==> config.mk <==
export PLATFORM = sky130hd
export DESIGN_NAME = hazard_ctrl_flat
export DESIGN_NICKNAME = d
export VERILOG_FILES = /design/src/rtl/hazard_ctrl_if.sv /design/src/rtl/hazard_ctrl.sv /design/src/flat_wrapper.sv
export SDC_FILE = /design/constraint.sdc
export NUM_CORES = 1
export LEC_CHECK = 0
export ABC_AREA = 0
export CAP_MARGIN = 20
export CORE_AREA = 2 2 96 98
export CTS_CLUSTER_SIZE = 30
export DETAILED_ROUTE_END_ITERATION = 16
export DIE_AREA = 0 0 98 100
export PLACE_DENSITY = 0.57
export SYNTH_ARGS = -nofsm -noshare
export SYNTH_HDL_FRONTEND = slang
export SYNTH_SLANG_ARGS = --single-unit
==> constraint.sdc <==
create_clock -name clk -period 2.1 [get_ports clk]
set_input_delay 0.42 -clock clk [delete_from_list [all_inputs] [get_ports clk]]
set_output_delay 0.42 -clock clk [all_outputs]
set_load 0.005 [all_outputs]
==> src/rtl/hazard_ctrl_if.sv <==
// Hazard controller bundle: ID-stage decode info and fetch status in,
// pipeline stall/flush/forward controls out.
interface hazard_ctrl_if #(
    parameter int unsigned CNT_W    = 16,
    parameter int unsigned XLEN_REG = 5
);
    logic                id_valid;
    logic [XLEN_REG-1:0] id_rs1;
    logic [XLEN_REG-1:0] id_rs2;
    logic [XLEN_REG-1:0] id_rd;
    logic                id_uses_rs1;
    logic                id_uses_rs2;
    logic                id_wr;
    logic                id_is_load;
    logic                ex_branch_taken;
    logic                imem_ready;

    logic                StallIF;
    logic                StallID;
    logic                EnableID;
    logic                FlushE;
    logic [1:0]          fwd_a;
    logic [1:0]          fwd_b;
    logic [CNT_W-1:0]    stall_cnt;

    // Pipeline side: supplies decode info, consumes controls.
    modport master (
        output id_valid, id_rs1, id_rs2, id_rd, id_uses_rs1, id_uses_rs2,
               id_wr, id_is_load, ex_branch_taken, imem_ready,
        input  StallIF, StallID, EnableID, FlushE, fwd_a, fwd_b, stall_cnt
    );

    // Hazard controller side.
    modport slave (
        input  id_valid, id_rs1, id_rs2, id_rd, id_uses_rs1, id_uses_rs2,
               id_wr, id_is_load, ex_branch_taken, imem_ready,
        output StallIF, StallID, EnableID, FlushE, fwd_a, fwd_b, stall_cnt
    );
endinterface

==> src/rtl/hazard_ctrl.sv <==
// Pipeline hazard controller: tracks EX/MEM/WB destinations in a shadow
// scoreboard, resolves branch flush / load-use stall / fetch wait, and
// selects operand forwarding for the instruction in EX.
module hazard_ctrl #(
    parameter int unsigned CNT_W    = 16,
    parameter int unsigned XLEN_REG = 5
) (
    input  logic          clk,
    input  logic          rst_n,
    hazard_ctrl_if.slave  bus
);
    typedef enum logic [1:0] {StRun, StFlush, StImemWait} state_e;

    state_e              state_q, state_d;
    logic [XLEN_REG-1:0] ex_rd_q, ex_rs1_q, ex_rs2_q, mem_rd_q, wb_rd_q;
    logic                ex_wr_q, ex_load_q, mem_wr_q, wb_wr_q;
    logic [CNT_W-1:0]    cnt_q, cnt_d;

    logic id_eff, rs1_hit, rs2_hit, load_use;
    logic stall_if, stall_id, enable_id, flush_e;

    // The instruction sitting in ID during a flush cycle is the wrong-path one.
    assign id_eff   = bus.id_valid && (state_q != StFlush);
    assign rs1_hit  = bus.id_uses_rs1 && (bus.id_rs1 == ex_rd_q);
    assign rs2_hit  = bus.id_uses_rs2 && (bus.id_rs2 == ex_rd_q);
    assign load_use = id_eff && ex_load_q && ex_wr_q && (ex_rd_q != '0) && (rs1_hit || rs2_hit);

    // Prioritised control decode: branch, then load-use, then fetch wait.
    always_comb begin
        stall_if  = 1'b0;
        stall_id  = 1'b0;
        enable_id = 1'b1;
        flush_e   = 1'b0;
        state_d   = StRun;
        if (bus.ex_branch_taken) begin
            flush_e = 1'b1;
            state_d = StFlush;
        end else if (load_use) begin
            stall_if  = 1'b1;
            stall_id  = 1'b1;
            enable_id = 1'b0;
            flush_e   = 1'b1;
            state_d   = state_q;
        end else if (!bus.imem_ready) begin
            stall_if  = 1'b1;
            enable_id = 1'b0;
            flush_e   = 1'b1;
            state_d   = StImemWait;
        end
    end

    // Saturating count of cycles in which the pipeline does not advance.
    always_comb begin
        cnt_d = cnt_q;
        if ((stall_if || flush_e) && !(&cnt_q)) begin
            cnt_d = cnt_q + CNT_W'(1);
        end
    end

    // State, scoreboard shift (EX -> MEM -> WB) and stall counter.
    always_ff @(posedge clk or negedge rst_n) begin
        if (!rst_n) begin
            state_q   <= StRun;
            ex_rd_q   <= '0;
            ex_rs1_q  <= '0;
            ex_rs2_q  <= '0;
            ex_wr_q   <= 1'b0;
            ex_load_q <= 1'b0;
            mem_rd_q  <= '0;
            mem_wr_q  <= 1'b0;
            wb_rd_q   <= '0;
            wb_wr_q   <= 1'b0;
            cnt_q     <= '0;
        end else begin
            state_q  <= state_d;
            mem_rd_q <= ex_rd_q;
            mem_wr_q <= ex_wr_q;
            wb_rd_q  <= mem_rd_q;
            wb_wr_q  <= mem_wr_q;
            cnt_q    <= cnt_d;
            if (!flush_e && id_eff) begin
                ex_rd_q   <= bus.id_rd;
                ex_rs1_q  <= bus.id_rs1;
                ex_rs2_q  <= bus.id_rs2;
                ex_wr_q   <= bus.id_wr;
                ex_load_q <= bus.id_is_load;
            end else begin
                // Bubble: all-zero fields never match a live register.
                ex_rd_q   <= '0;
                ex_rs1_q  <= '0;
                ex_rs2_q  <= '0;
                ex_wr_q   <= 1'b0;
                ex_load_q <= 1'b0;
            end
        end
    end

    // Forward select: MEM result (10) beats WB result (01); x0 never forwards.
    always_comb begin
        if (mem_wr_q && (mem_rd_q != '0) && (mem_rd_q == ex_rs1_q)) begin
            bus.fwd_a = 2'b10;
        end else if (wb_wr_q && (wb_rd_q != '0) && (wb_rd_q == ex_rs1_q)) begin
            bus.fwd_a = 2'b01;
        end else begin
            bus.fwd_a = 2'b00;
        end
        if (mem_wr_q && (mem_rd_q != '0) && (mem_rd_q == ex_rs2_q)) begin
            bus.fwd_b = 2'b10;
        end else if (wb_wr_q && (wb_rd_q != '0) && (wb_rd_q == ex_rs2_q)) begin
            bus.fwd_b = 2'b01;
        end else begin
            bus.fwd_b = 2'b00;
        end
    end

    assign bus.StallIF   = stall_if;
    assign bus.StallID   = stall_id;
    assign bus.EnableID  = enable_id;
    assign bus.FlushE    = flush_e;
    assign bus.stall_cnt = cnt_q;
endmodule

==> src/flat_wrapper.sv <==
// flat-port wrapper written by rule: the top's interface ports become plain ports
module hazard_ctrl_flat 
#(
    parameter int unsigned CNT_W    = 16,
    parameter int unsigned XLEN_REG = 5
)
  (clk, rst_n, bus_id_valid, bus_id_rs1, bus_id_rs2, bus_id_rd, bus_id_uses_rs1, bus_id_uses_rs2, bus_id_wr, bus_id_is_load, bus_ex_branch_taken, bus_imem_ready, bus_StallIF, bus_StallID, bus_EnableID, bus_FlushE, bus_fwd_a, bus_fwd_b, bus_stall_cnt);
  hazard_ctrl_if #(.CNT_W(CNT_W), .XLEN_REG(XLEN_REG)) bus_i ();
  input  logic clk;
  input  logic rst_n;
  input wire logic [$bits(bus_i.id_valid)-1:0] bus_id_valid;
  input wire logic [$bits(bus_i.id_rs1)-1:0] bus_id_rs1;
  input wire logic [$bits(bus_i.id_rs2)-1:0] bus_id_rs2;
  input wire logic [$bits(bus_i.id_rd)-1:0] bus_id_rd;
  input wire logic [$bits(bus_i.id_uses_rs1)-1:0] bus_id_uses_rs1;
  input wire logic [$bits(bus_i.id_uses_rs2)-1:0] bus_id_uses_rs2;
  input wire logic [$bits(bus_i.id_wr)-1:0] bus_id_wr;
  input wire logic [$bits(bus_i.id_is_load)-1:0] bus_id_is_load;
  input wire logic [$bits(bus_i.ex_branch_taken)-1:0] bus_ex_branch_taken;
  input wire logic [$bits(bus_i.imem_ready)-1:0] bus_imem_ready;
  output wire logic [$bits(bus_i.StallIF)-1:0] bus_StallIF;
  output wire logic [$bits(bus_i.StallID)-1:0] bus_StallID;
  output wire logic [$bits(bus_i.EnableID)-1:0] bus_EnableID;
  output wire logic [$bits(bus_i.FlushE)-1:0] bus_FlushE;
  output wire logic [$bits(bus_i.fwd_a)-1:0] bus_fwd_a;
  output wire logic [$bits(bus_i.fwd_b)-1:0] bus_fwd_b;
  output wire logic [$bits(bus_i.stall_cnt)-1:0] bus_stall_cnt;
  assign bus_i.id_valid = bus_id_valid;
  assign bus_i.id_rs1 = bus_id_rs1;
  assign bus_i.id_rs2 = bus_id_rs2;
  assign bus_i.id_rd = bus_id_rd;
  assign bus_i.id_uses_rs1 = bus_id_uses_rs1;
  assign bus_i.id_uses_rs2 = bus_id_uses_rs2;
  assign bus_i.id_wr = bus_id_wr;
  assign bus_i.id_is_load = bus_id_is_load;
  assign bus_i.ex_branch_taken = bus_ex_branch_taken;
  assign bus_i.imem_ready = bus_imem_ready;
  assign bus_StallIF = bus_i.StallIF;
  assign bus_StallID = bus_i.StallID;
  assign bus_EnableID = bus_i.EnableID;
  assign bus_FlushE = bus_i.FlushE;
  assign bus_fwd_a = bus_i.fwd_a;
  assign bus_fwd_b = bus_i.fwd_b;
  assign bus_stall_cnt = bus_i.stall_cnt;
  hazard_ctrl #(.CNT_W(CNT_W), .XLEN_REG(XLEN_REG)) u_core (.clk(clk), .rst_n(rst_n), .bus(bus_i));
endmodule
==> results.txt, run 1 <==
CP startpoint kind = flop
WP buf/inv = 3
Remaining DRCs = 0
Router iterations before antenna repair = 4
RSZ-0062 raised after global routing = true
Setup TNS = -1.845 ns
Synth Cell Area = 2141 um2
Worst vdd ir = 0.5149 mV
Ys async rst share = 100.0%
Clock transition at the registers of the reported paths = 0.10 ns
Power per cell area = 728.9 nW/um2
Number of flops mapped to enable cells by yosys = 0
Syn Area/Cell = 11.39 um2
CORE AREA = 8890 um2
Kind of critical path = flop to output port
Register area share after synthesis = 54.94%
Post-synth top area cell = dfrtp_1
Crit path DAT = 1.88 ns
Synthesized flop and latch total = 47
Vias = 1699
Status = finished with violations
Slew Limit Fails = 0
Number of DRC markers in iteration 0 = 67
Fraction of layout cells with a size suffix above 1 = 33.92%
Cells along the critical path = or4_4 -> nor2_4 -> nor3_2 -> buf_4 -> a21oi_4 -> inv_1 -> buf_2
Main synth FF type = dfrtp_1
WL per Instance = 13.21 um
Max cap viols = 0
Slew @ Worst Pin = 0.5201 ns
Fill cell count = 861
Die ar. = 9800 um2
Final ANT Viol Nets = 0
Vias per cell = 4.312
CP delay by family, top = simple AND/OR/NAND/NOR gates
Final WS setup = -0.2013 ns
DP Worst Slack = -0.6956 ns
Most frequent cell after synthesis = dfrtp_1
Clock sink count = 47
Final Skew = 0.005812 ns
Congestion Overflow GR = 0
Io pins = 48
CP max-delay cell = or4_4
FMAX = 434.5 MHz
Most frequent cells after synthesis = dfrtp_1, xor2_1, xnor2_1, and2_1, nand2_1
Buffers on Ports = 47
Slew margin rel. = 65.33%
Crit-path max cell delay = 0.53 ns
Die height = 100 um
Mapped Cells = 188
Post-Syn Nets = 213
Crit end category = output port
Worst-path fanout max = 2
Root Buffer = clkbuf_8
Total CTS buffers = 5
First-pass GRT wire length = 8459 um
Largest net degree at the start of global routing = 27
Clock buffer depth = 2
Row cnt = 35
Gr usage total = 10.75%
Die Span X = 98 um
R2R Setup Slk = -0.16 ns
Final setup fails = 20
Fin crit period = 2.301 ns
Clk_lat worst skew = 0.30 ns
Final Cycle Share = 109.6%
DP Wirelength = 3571 um
Cell variety after synth = 34
GPL Wtd Cong = 0.7797
Final Hold Viols = 0
Starting Density = 24.08%
Routed wire length = 5204 um
Leakage = 1.596 nW
CP required = 1.68 ns
Diodes inserted = 0
Number of global-route vias before repair = 1729
HP Class = input pin to async pin
Violated checks = setup timing
Final #Nets = 307
Initial antenna violation count = 0
TritonCTS clock tree = built
Yosys warning count = 0
Synth top area cells = dfrtp_1, xor2_1, xnor2_1, and2_1, nand2_1
Area Overhead vs Synth = 62.71%
CTS H-tree depth = 2
Share of the synthesized area in the top cell type = 54.94%
routing by layer:
| metal | wire length [um] | share of wire [%] | GRT usage, % | vias to the layer above |
|---|---|---|---|---|
| li1 | - | - | - | 821 |
| met2 | 2640 | 51 | 17.81 | 35 |
| met4 | 70 | 1.3 | 3.205 | 0 |
| met3 | 186 | 3.6 | 2.437 | 8 |
| met5 | 0 | 0 | 0 | - |
| met1 | 2306 | 44 | 14.13 | 835 |
metrics by stage:
stage / hold slack (ns) / utilization (%) / std cells / power (W) / cell area [um2]
4_1_cts: 0.09127 / 36.51 / 387 / 0.002497 / 3246
3_3_place_gp: 0.3603 / 33.16 / 371 / 0.001842 / 2948
3_5_place_dp: 0.3706 / 33.16 / 371 / 0.001848 / 2948
6_report: 0.07820 / 39.18 / 394 / 0.002539 / 3483
2_1_floorplan: 0.1244 / - / 188 / 0.001448 / 2141
5_1_grt: 0.09759 / 39.18 / 394 / 0.002704 / 3483
final timing paths:
check / start / endpoint / depth (start not counted)
setup reg to reg: u_core.ex_rd_q[2] / u_core.bus.stall_cnt[12] / 9
hold reg to reg: u_core.ex_wr_q / u_core.mem_wr_q / 0
hold / removal: rst_n / u_core.ex_rs1_q[0] / 1
max in group asynchronous: rst_n / u_core.bus.stall_cnt[7] / 2
min in group clk: u_core.ex_wr_q / u_core.mem_wr_q / 0
setup / recovery: u_core.ex_rd_q[2] / bus_FlushE / 7
power breakdown:
part / leakage (nW) / internal, W / switching [W]
logic: 0.941 / 0.000453 / 0.000299
clock network: 0.0467 / 0.000247 / 0.000337
registers: 0.608 / 0.00104 / 0.000166
total: 1.60 / 0.00174 / 0.000801
state kept, by name (all words and copies together), names as in the netlist:
signal / flops
u_core.bus.stall_cnt: 16
u_core.ex_rd_q: 5
u_core.ex_rs1_q: 5
u_core.ex_rs2_q: 5
u_core.mem_rd_q: 5
u_core.wb_rd_q: 5
u_core.state_q: 2
u_core.ex_load_q: 1
u_core.ex_wr_q: 1
u_core.mem_wr_q: 1
u_core.wb_wr_q: 1
worst reg2reg max path, delay by kind of cell (launching register included):
family / cells / cell delay (ns)
AOI/OAI and AO/OA: 1 / 0.17
muxes: 1 / 0.29
DFF: 1 / 0.41
buffers and inverters: 3 / 0.42
and+or+nand+nor: 4 / 0.87
cells in the final DEF (no fill, tap or decap), drive strengths merged:
cell type | synthesis | final
buf | 3 | 51
dfrtp | 47 | 47
clkdlybuf4s50 | 0 | 30
xor2 | 25 | 25
xnor2 | 19 | 19
and2 | 17 | 17
nand2 | 14 | 14
nor3 | 11 | 11
nand3 | 8 | 8
nor2 | 8 | 8
dlygate4sd2 | 0 | 7
clkbuf | 0 | 6
nor4 | 5 | 5
inv | 3 | 5
or4 | 4 | 4
and3 | 3 | 3
o21ai | 3 | 3
nand4 | 2 | 2
a21oi | 2 | 2
mux2 | 2 | 2
o22ai | 1 | 1
nand2b | 1 | 1
or3 | 1 | 1
a41o | 1 | 1
and3b | 1 | 1
nor4b | 1 | 1
nor3b | 1 | 1
o21bai | 1 | 1
o21a | 1 | 1
a41oi | 1 | 1
nand4b | 1 | 1
ha | 1 | 1
clkinvlp | 0 | 1
dlymetal6s2s | 0 | 1
cell families (layout without fill, tap and decap cells):
family,Yosys count,in the layout,synth area share [%]
and+or+nand+nor,78,78,20.22
DFF,47,47,54.94
xor gates and xnor gates,44,44,18.00
AOI/OAI and AO/OA,10,10,3.565
buffers and inverters,6,101,1.461
muxes,2,2,1.227
adders and majority gates,1,1,0.5844
repair_timing:
action | in CTS | in global routing
hold buffers | 0 | 0
endpoints found under the hold margin | 0 | 0
gates cloned | 0 | 1
endpoints found under the setup margin | 36 | 39
buffers inserted | 8 | 8
resized for setup | 74 | 35
pin swaps | 21 | 28
final cells by class:
| cell class | count | area, um2 | area share [%] |
|---|---|---|---|
| Timing Repair Buffer | 90 | 827.0 | 23.74 |
| Sequential cell | 47 | 1176 | 33.76 |
| Clock inverter | 3 | 27.53 | 0.7902 |
| Clock buffer | 5 | 68.82 | 1.976 |
| Inverter | 3 | 11.26 | 0.3233 |
| Multi-Input combinational cell | 135 | 1234 | 35.42 |
| Tap cell | 111 | 138.9 | 3.987 |
Power figures use the tool's default switching activity.
==> inputs of run 2 (changes only) <==
--- a/config.mk
+++ b/config.mk
@@ -6,6 +6,7 @@
 export NUM_CORES = 1
 export LEC_CHECK = 0
 export ABC_AREA = 0
+export ABC_CLOCK_PERIOD_IN_PS = 2100
 export CAP_MARGIN = 20
 export CORE_AREA = 2 2 96 98
 export CTS_CLUSTER_SIZE = 30
==> results of run 2 <==
Same layout as run 1: the final DEF is identical, and so are final timing and power.
==> inputs of run 3 (changes only) <==
--- a/config.mk
+++ b/config.mk
@@ -9,6 +9,7 @@
 export ABC_CLOCK_PERIOD_IN_PS = 2100
 export CAP_MARGIN = 20
 export CORE_AREA = 2 2 96 98
+export CTS_CLUSTER_DIAMETER = 40
 export CTS_CLUSTER_SIZE = 30
 export DETAILED_ROUTE_END_ITERATION = 16
 export DIE_AREA = 0 0 98 100
==> results of run 3 <==
Same layout as run 1: the final DEF is identical, and so are final timing and power.
